### src/rtl/pulse_width_decoder.sv
// pulse_width_decoder
// Qualifies and measures high pulses on an asynchronous pulse line, rejects
// pulses outside [min_width, max_width] and counts the accepted ones over a
// programmable gate window.
//
// Ports:
//   clk           system clock, rising edge
//   rst_n         synchronous active-low reset
//   pulse_in      asynchronous pulse line, active high
//   min_width     minimum accepted width in clocks
//   max_width     maximum accepted width in clocks (0 = no upper limit)
//   gate_len      gate window length in clocks (0 = gating disabled)
//   clr           synchronous soft clear, same effect as reset
//   width_out     width of the last accepted pulse
//   width_valid   one-cycle strobe, width_out updated
//   reject_short  one-cycle strobe, pulse ended below min_width
//   reject_long   one-cycle strobe, pulse exceeded max_width
//   count_out     accepted-pulse count of the last completed gate
//   count_valid   one-cycle strobe at gate end
//   busy          high while measuring or waiting for the line to go low
module pulse_width_decoder #(
  parameter int unsigned CNT_W       = 32,
  parameter int unsigned SYNC_STAGES = 2
) (
  input  logic             clk,
  input  logic             rst_n,
  input  logic             pulse_in,
  input  logic [CNT_W-1:0] min_width,
  input  logic [CNT_W-1:0] max_width,
  input  logic [CNT_W-1:0] gate_len,
  input  logic             clr,
  output logic [CNT_W-1:0] width_out,
  output logic             width_valid,
  output logic             reject_short,
  output logic             reject_long,
  output logic [CNT_W-1:0] count_out,
  output logic             count_valid,
  output logic             busy
);

  localparam logic [CNT_W-1:0] CNT_MAX = '1;

  typedef enum logic [1:0] {
    IDLE     = 2'd0,
    MEASURE  = 2'd1,
    WAIT_LOW = 2'd2
  } state_t;

  state_t                 state;
  state_t                 state_nx;
  logic [SYNC_STAGES-1:0] sync;
  logic                   s;
  logic                   s_d;
  logic [CNT_W-1:0]       wcnt;
  logic [CNT_W-1:0]       wcnt_nx;
  logic [CNT_W-1:0]       gate_cnt;
  logic [CNT_W-1:0]       acc;
  logic [CNT_W-1:0]       acc_nx_c;
  logic                   accept_c;
  logic                   short_c;
  logic                   long_c;
  logic                   soft_rst;
  logic                   gate_end_c;

  assign soft_rst = !rst_n || clr;
  assign s        = sync[SYNC_STAGES-1];

  // Input synchroniser; presets to 1 so a line held high through reset
  // never looks like a fresh rising edge.
  always_ff @(posedge clk) begin
    if (soft_rst) begin
      sync <= '1;
      s_d  <= 1'b1;
    end else begin
      sync <= {sync[SYNC_STAGES-2:0], pulse_in};
      s_d  <= s;
    end
  end

  // State and width counter registers
  always_ff @(posedge clk) begin
    if (soft_rst) begin
      state <= WAIT_LOW;
      wcnt  <= '0;
    end else begin
      state <= state_nx;
      wcnt  <= wcnt_nx;
    end
  end

  // Next-state, width counting and pulse classification
  always_comb begin
    state_nx = state;
    wcnt_nx  = wcnt;
    accept_c = 1'b0;
    short_c  = 1'b0;
    long_c   = 1'b0;
    case (state)
      IDLE: begin
        if (s && !s_d) begin
          state_nx = MEASURE;
          wcnt_nx  = CNT_W'(1);
        end
      end
      MEASURE: begin
        if (s) begin
          if ((max_width != '0) && (wcnt == max_width)) begin
            long_c   = 1'b1;
            state_nx = WAIT_LOW;
          end else if (wcnt != CNT_MAX) begin
            wcnt_nx = wcnt + CNT_W'(1);
          end
        end else begin
          if (wcnt < min_width) begin
            short_c = 1'b1;
          end else begin
            accept_c = 1'b1;
          end
          state_nx = IDLE;
        end
      end
      WAIT_LOW: begin
        if (!s) begin
          state_nx = IDLE;
        end
      end
      default: begin
        state_nx = WAIT_LOW;
      end
    endcase
  end

  // Accumulator value including an accept in this cycle (saturating)
  always_comb begin
    acc_nx_c = acc;
    if (accept_c && (acc != CNT_MAX)) begin
      acc_nx_c = acc + CNT_W'(1);
    end
  end

  assign gate_end_c = (gate_len != '0) && (gate_cnt == (gate_len - CNT_W'(1)));

  // Gate window: closing cycle hands the running count (with any same-cycle
  // accept) to count_out and restarts from zero.
  always_ff @(posedge clk) begin
    if (soft_rst) begin
      gate_cnt    <= '0;
      acc         <= '0;
      count_out   <= '0;
      count_valid <= 1'b0;
    end else begin
      count_valid <= 1'b0;
      if (gate_len == '0) begin
        gate_cnt <= '0;
        acc      <= acc_nx_c;
      end else if (gate_end_c) begin
        gate_cnt    <= '0;
        acc         <= '0;
        count_out   <= acc_nx_c;
        count_valid <= 1'b1;
      end else begin
        gate_cnt <= gate_cnt + CNT_W'(1);
        acc      <= acc_nx_c;
      end
    end
  end

  // Registered pulse outputs
  always_ff @(posedge clk) begin
    if (soft_rst) begin
      width_out    <= '0;
      width_valid  <= 1'b0;
      reject_short <= 1'b0;
      reject_long  <= 1'b0;
      busy         <= 1'b1;
    end else begin
      width_valid  <= accept_c;
      reject_short <= short_c;
      reject_long  <= long_c;
      busy         <= (state_nx != IDLE);
      if (accept_c) begin
        width_out <= wcnt;
      end
    end
  end

endmodule

### config.mk
export PLATFORM = sky130hd
export DESIGN_NAME = pulse_width_decoder
export DESIGN_NICKNAME = d
export VERILOG_FILES = /design/src/rtl/pulse_width_decoder.sv
export SDC_FILE = /design/constraint.sdc
export NUM_CORES = 1
export LEC_CHECK = 0
export CAP_MARGIN = 25
export CORE_MARGIN = 5
export CORE_UTILIZATION = 45
export CTS_CLUSTER_DIAMETER = 80
export DETAILED_ROUTE_END_ITERATION = 7
export GPL_TIMING_DRIVEN = 0
export HOLD_SLACK_MARGIN = 0.02
export PLACE_DENSITY = 0.72
export SLEW_MARGIN = 20
export SYNTH_ARGS = -nofsm -noshare
export SYNTH_HDL_FRONTEND = slang
export SYNTH_SLANG_ARGS = --single-unit
### constraint.sdc
create_clock -name clk -period 3.5 [get_ports clk]
set_input_delay 0.875 -clock clk [delete_from_list [all_inputs] [get_ports clk]]
set_output_delay 0.875 -clock clk [all_outputs]
set_load 0.01 [all_outputs]
==> results, run 1 <==
- Clock-pin slew was measured on the worst setup and hold paths at 0.06 ns.
- Clock skew on the completed layout was measured at 0.0123 ns.
- The total half-perimeter wirelength after legalization and detailed placement is 22,400 um.
- For this run, the leading register cell type out of synthesis is dfxtp_1.
- The critical path runs through a total of 12 cells.
- For this run, the detailed router's first-pass iteration total came to 5.
- The worst register-to-register path has a depth of 9.
- The register-to-register setup slack is 0.25 ns.
- Relative to the synthesized area, the layout overhead comes to 33.4%.
- In the routed design, unresolved DRC markers number 0.
- The die extent in x is 158 um.
- The share of the clock period used by the worst path is 101%.
- The total number of nets in the final design is 1,557.
- Summed over all cells, the static leakage comes to 4.74 nW.
- The number of cell rows is 54.
- Leaving out fill and tap cells, the most frequent cells in the layout are 170 x dfxtp_1, 157 x nand2_1, 141 x clkdlybuf4s50_1.
- The total wire length after detailed routing is 30,100 um.
- For this design, the sink count on the clock tree is 170.
- The hold violation total from the final report came to 0.
- Once placement completed, the tool counted placed cells totaling 1,660.
- The maximum clock insertion buffer count is 2.
- Across the run, the number of max-cap violations was 0.
- The share of the yosys chip area belonging to registers is 34.3%.
- The repair_antennas step left the layout with diodes totalling 0.
- The floorplan step defined a die boundary enclosing 0.0251 sq mm.
- The synthesized netlist devotes 14.0% of its cell area to compound gates.
- The start point of the critical path is min_width[29].
- The flip-flop and latch count after synthesis is 170.
- In this run the biggest area consumer among cell types represents 34.3% of the synthesized area.
- The leading cell type in the layout, fill and taps excluded is dfxtp_1.
- In the synthesized netlist, the number of instances is 1,213.
- In the final routed layout, each cell accounts on average for 17.5 um.
- The total buffers and inverters traversed by the critical path is 3.
- The net count after synthesis is 1,348.
- The area share of fa/ha/maj cells after synthesis is 4.42%.
- The final critical path time including I/O delays and setup is 3.53 ns.
- The combinational family with the most area after synthesis is simple AND/OR/NAND/NOR gates.
- During placement, the flow inserted port buffers numbering 167.
- The beginning of the worst register-to-register path is acc[16].
- The final reports fail on setup timing.
- After synthesis, the mean cell area works out to 8.17 sq um.
- The routed layout has 9,789 vias.
- The summed instance area of the synthesized netlist is 0.00992 sq mm.
- The xor-xnor portion of the synthesized cell area is 10.6%.
- The largest total area in the synthesized netlist belongs to dfxtp_1.
- The number of distinct library cells after synthesis is 68.
- The remaining number of nets flagged by the antenna check after routing is 0.
- Global routing consumed, over all layers together, 23.2% of the routing resources.
- The number of pins with negative max-slew slack in the final report was 0.
- STA classifies the critical path startpoint as an input pin.
- In the routed layout, each cell is associated on average with a via count of 5.71.
- The filler cell count in the final layout is 1,902.
- Setup repair after global routing could not meet its margin everywhere.
- The overall power of the completed layout is 4.19 mW.
- The maximum vdd ir drop is 304 uV.
- Measured along the y axis, the die boundary spans 158 um.
- The initial antenna violation count is 0.
- The count of flip-flops with a built-in enable after synthesis is 0.
- The total overflow left after global routing is 0.
- In this run the critical register-to-register path is captured at count_out[31].
- The flow ran to the end, but the final reports show violations.
- The slowest cell on the critical path is clkdlybuf4s50_1.
- The worst slack at placement is -1.48 ns.
- After Yosys synthesis, and, or, nand and nor cells account for 29.1% of the synthesized area.
- After synthesis, the share of cell area in mux cells is 3.43%.
- In the final layout, the share of cells above drive strength 1 is 12.0%.
- Clock tree synthesis selected as its root buffer the cell clkbuf_16.
- For this design the ratio of total power to cell area is 317 mW/mm^2.
- The required time at the endpoint of the critical path is 3.80 ns.
- The slew at the pin closest to its max-slew limit is 1.17 ns.
- The end point of the critical path is count_out[31].
- In the post-synthesis netlist, the biggest area contributors are dfxtp_1 34%, xor2_1 7.5%, nand2_1 5.9%.
- In the synthesized netlist the async set-or-reset flop fraction comes to 0%.
- The CTS H-tree depth is 4.
- The largest stage delay on the critical path is 0.45 ns.
- The final setup violation count is 1.
- The critical-path maximum fanout is 7.
- After the first detailed-routing iteration, the DRC count stood at 699.
- The worst path arrival time is 3.83 ns.
- The kind of path behind the tightest hold check is register to register.
- Setup slack on the critical path of the routed design comes to -0.0334 ns.
- 169 I/O pins were placed.
- The type of the worst setup path is input pin to register.
- At the later pin of the worst-skew pair, clock insertion delay measures 0.43 ns.
- The placer's final routability congestion estimate is 0.899.
- The Yosys step of the flow raised 0 warnings.
- The pin count of the biggest net entering global routing is 17.
- The number of global-route vias before repair was 9,363.
- Hold repair after CTS inserted 0 buffers.
- Counting the buffers created by CTS gives 17.
- The post-route non-filler standard cell count is 1,715.
- The critical path goes through clkdlybuf4s50_1 > inv_1 > ha_1 > nand4_1 > nor4_4 > o211ai_1 > a31oi_4 > buf_4 > nor2_4 > o31a_1 > o21ai_0 > mux2i_1.
- TritonCTS built the clock tree.
- The wire length of the first global-routing pass is 47,400 um.
- The category of cells accounting for the largest share of critical-path delay is compound AO/OA/AOI/OAI gates.
- The fmax is 283 MHz.
- The worst max-slew margin expressed relative to the limit is 21.5%.
- STA classifies the critical path endpoint as a register.
- The floorplan core area is 0.0218 sq mm.
- The initial core utilization is 45.6%.
-- flip-flops by register name (all words and copies together) (netlist names), 2 cells and up --
register,cells
acc,32
count_out,32
gate_cnt,32
wcnt,32
width_out,32
state,2
sync,2
-- layout make-up --
cell class | instances | area [sq um] | area share (%)
clock inverters | 13 | 144 | 1.09
flip-flops and latches | 170 | 3400 | 25.7
plain buffers | 55 | 348 | 2.63
multi-input cells | 941 | 6520 | 49.3
clock buffers | 19 | 453 | 3.43
inverters | 46 | 173 | 1.31
repair buffers | 191 | 1830 | 13.9
well taps | 280 | 350 | 2.65
-- timing repair --
action,4_1_cts,5_1_grt
resized for setup,124,63
setup buffers,19,2
cloned,2,1
endpoints found under the setup margin,130,135
pin swaps,16,10
-- synth_stat cells (3+ instances only) --
library cell / number
o21a_1: 11
nor3b_1: 10
xor2_1: 85
mux2i_1: 34
or2_2: 4
o21ba_2: 11
o31ai_1: 4
or4_1: 8
buf_2: 6
or3_1: 23
a211oi_1: 7
nand2_1: 157
and4_1: 19
ha_1: 35
o31a_1: 16
o211ai_1: 6
nor3_1: 40
nor2b_1: 3
nand4_1: 46
a2111oi_0: 3
and3_1: 16
inv_1: 46
a31o_2: 5
nand3b_1: 9
nor4b_1: 3
a21oi_1: 53
a21o_1: 5
xnor2_1: 35
o21ba_1: 12
nand3_1: 40
o22ai_1: 3
nor2_1: 93
dfxtp_1: 170
nand2b_1: 11
and2_1: 11
a31oi_1: 6
buf_6: 3
clkbuf_1: 44
nor4_1: 46
o21ai_0: 36
-- through the flow --
stage	util [%]	setup TNS (ns)	instance area (sq um)	hold WS, ns
2_1_floorplan	-	0	9930	0.386
3_3_place_gp	54.9	-156.87	12000	0.401
3_5_place_dp	55.0	-156.03	12000	0.401
4_1_cts	59.7	-0.676	13000	0.418
5_1_grt	60.8	-0.611	13200	0.462
6_report	60.8	-0.0334	13200	0.414
-- power breakdown --
group	leakage [nW]	internal (mW)	switching (mW)
clock	0.270	1.09	0.809
sequential	1.37	1.94	0.00232
combinational	3.10	0.170	0.183
-- logic make-up (layout without fill, tap and decap cells) --
family          after synthesis  in the layout
buf+inv                     102            324
fa+ha+maj                    35             35
flops                       170            170
compound gates              200            200
simple gates                552            552
xor+xnor                    120            120
mux                          34             34
-- routing by layer --
layer / up-vias / part of all wire (%) / global-route usage [%]
met5: - / 0 / 0
met4: 0 / 1.8 / 6.30
met3: 47 / 6.3 / 4.16
met2: 339 / 47 / 39.2
met1: 4626 / 45 / 30.6
li1: 4777 / - / -
-- worst min-delay path by stage --
stage | cells past startpoint | end | slack [ns] | from
floorplan | 1 | sync[1] | 0.39 | sync[0]
global placement | 1 | sync[1] | 0.40 | sync[0]
detailed placement | 1 | sync[1] | 0.40 | sync[0]
CTS | 1 | sync[1] | 0.42 | sync[0]
global route | 1 | sync[1] | 0.46 | sync[0]
finish | 1 | sync[1] | 0.41 | sync[0]
Note: power is estimated with default switching activity, not from simulation.
==> run 2, diff against run 1 <==
--- a/config.mk
+++ b/config.mk
@@ -6,6 +6,7 @@
 export NUM_CORES = 1
 export LEC_CHECK = 0
 export CAP_MARGIN = 25
+export CORE_ASPECT_RATIO = 1.4
 export CORE_MARGIN = 5
 export CORE_UTILIZATION = 45
 export CTS_CLUSTER_DIAMETER = 80
==> run 2 against run 1 <==
Net effect: register-to-register slack about the same; the run now ends clean; sequential power hardly changed; worst setup slack better by 0.070 ns; clock skew up 0.0049 ns; critical path depth down 1; largest power group unchanged; non-clock buffer count down 7.
==> results, run 2 (same netlist as run 1, synthesis figures left out) <==
- The leading cell type in the layout, fill and taps excluded is dfxtp_1.
- Summing internal, switching and leakage power gives 4.16 mW.
- The type of element launching the critical path is an input pin.
- For the final database, setup skew stands at 0.0172 ns.
- In the routed layout, each cell is associated on average with a via count of 5.67.
- The area after detailed placement is 0.0120 sq mm.
- Clock-pin slew was measured on the worst setup and hold paths at 0.07 ns.
- Once placement completed, the tool counted placed cells totaling 1,677.
- For this design, the CTS-stage hold fixing added 0 buffers.
- Once detail routing completed, the nets flagged for antenna violations numbered 0.
- Setup violations remaining at the end of the flow were counted as 0.
- The count of routing violations after the opening detailed-route iteration is 598.
- The type of the worst setup path is input pin to register.
- The floorplan core area is 0.0218 sq mm.
- The final sum of negative setup slack is 0 ns.
- The required time at the endpoint of the critical path is 3.85 ns.
- The number of global-route vias before repair is 9,473.
- During placement, the flow inserted port buffers numbering 167.
- The total inserted antenna cells is 0.
- The clock passes through at most 2 buffers.
- The flow ran to the end, and the final reports show no timing, DRC or antenna violations.
- Derived from the worst setup path, the maximum achievable clock frequency is 289 MHz.
- The final layout contains routed wiring with a total length of 29,900 um.
- The placer's final routability congestion estimate is 0.962.
- The cell at the root of the clock tree is clkbuf_16.
- The average wire length per cell after detail routing is 17.3 um.
- Dividing total power by cell area gives a power density of 315 mW/mm^2.
- The global-route usage over all layers is 23.0%.
- Setup repair after global routing could not meet its margin everywhere.
- The later-pin clock latency in the skew report is 0.44 ns.
- For this block, the via count after detailed routing is 9,777.
- Summed over all layers, the global routing overflow is 0.
- The wire length of the first global-routing pass is 46,900 um.
- At the end of the flow, the number of nets in the layout was 1,550.
- At the pin with the least slew margin, the transition time is 0.870 ns.
- Compared with the post-synthesis result, the final layout area differs by 33.1%.
- For this design the top-level I/O count stands at 169.
- The number of pins with negative max-slew slack in the final report was 0.
- The hold violation total from the final report is 0.
- The overall die height is 186 um.
- Headroom to the max-slew limit came out at 41.5%.
- The pin count of the biggest net entering global routing is 19.
- The first detailed-routing pass ran for 5 iterations.
- The post-route non-filler standard cell count is 1,725.
- The total half-perimeter wirelength after legalization and detailed placement is 22,500 um.
- TritonCTS built the clock tree.
- The leakage power figure is 4.73 nW.
- The library cells used most frequently in the layout, excluding fill and tap cells, are 170 x dfxtp_1, 157 x nand2_1, 142 x clkdlybuf4s50_1.
- The worst path arrival time is 3.81 ns.
- The number of cell rows is 64.
- The CTS H-tree depth is 4.
- The final critical path time including I/O delays and setup is 3.46 ns.
- After detailed routing, the number of remaining DRC violations is 0.
- The final standard cell area without fillers is 0.0132 sq mm.
- The share of the clock period used by the worst path is 99.0%.
- The clock net sink count is 170.
- Across all hold checks on the routed design, the worst slack comes to 0.420 ns.
- The TritonCTS buffer count is 17.
- The maximum vdd ir drop is 327 uV.
- The share of post-route cells with drive strength above 1 is 11.8%.
- The die extent in x is 135 um.
- The overall die area is 0.0251 sq mm.
- The initial antenna violation count is 0.
- The initial core utilization is 45.5%.
- Across the run, the number of max-cap violations was 0.
- Of all nets on the critical path, the largest fanout is 7.
- The kind of path behind the tightest hold check is register to register.
- The nature of the critical path endpoint is a register.
[run 2: timing repair]
action / in CTS / in global routing
pin swaps: 15 / 18
hold endpoints to repair: 0 / 0
gates resized for setup: 100 / 93
buffers inserted: 7 / 6
endpoints found under the setup margin: 130 / 134
gates cloned: 1 / 3
[run 2: layer usage]
metal	track usage, %	vias to the layer above	part of all wire, %
li1	-	4769	-
met1	27.2	4605	41
met2	40.7	315	51
met3	3.81	88	4.4
met4	10.2	0	3.9
met5	0	-	0
[run 2: power breakdown]
group	switching (mW)	leakage [nW]	internal, mW	total [mW]
clock network	0.908	0.283	0.973	1.88
registers	0.00213	1.37	1.93	1.94
logic	0.179	3.08	0.165	0.345
total	1.09	4.73	3.07	4.16
[run 2: worst paths after layout]
path,start,end,slack [ns],cells past startpoint
worst min register to register,sync[0],sync[1],0.42,1
worst max register to register,acc[15],count_out[27],0.25,9
worst min-delay path,sync[0],sync[1],0.42,1
worst max-delay path,gate_len[12],count_out[2],0.04,11
[run 2: final cells by class]
cell class	count	area (sq um)
fillers	1987	8580
multi-input cells	941	6510
flip-flops and latches	170	3400
repair buffers	184	1810
clock buffers	18	439
well taps	297	372
plain buffers	55	343
inverters	46	173
clock inverters	14	148
[run 2: per-stage QoR]
step / worst slack (ns) / utilization, %
after global routing: -0.0670 / 60.6
after global placement: -1.60 / 55.0
after detailed placement: -1.59 / 55.0
after floorplan: 0.00590 / -
final: 0.0366 / 60.6
after CTS: 0.000967 / 59.3
[run 2: critical path, cell delays in order]
cell       delay (ns)
buf_8            0.10
or4_4            0.56
or4_4            0.58
nor4_4           0.31
a211oi_2         0.11
a2111oi_4        0.37
nand4_4          0.22
nor2_4           0.17
buf_12           0.17
clkbuf_16        0.16
mux2i_1          0.18
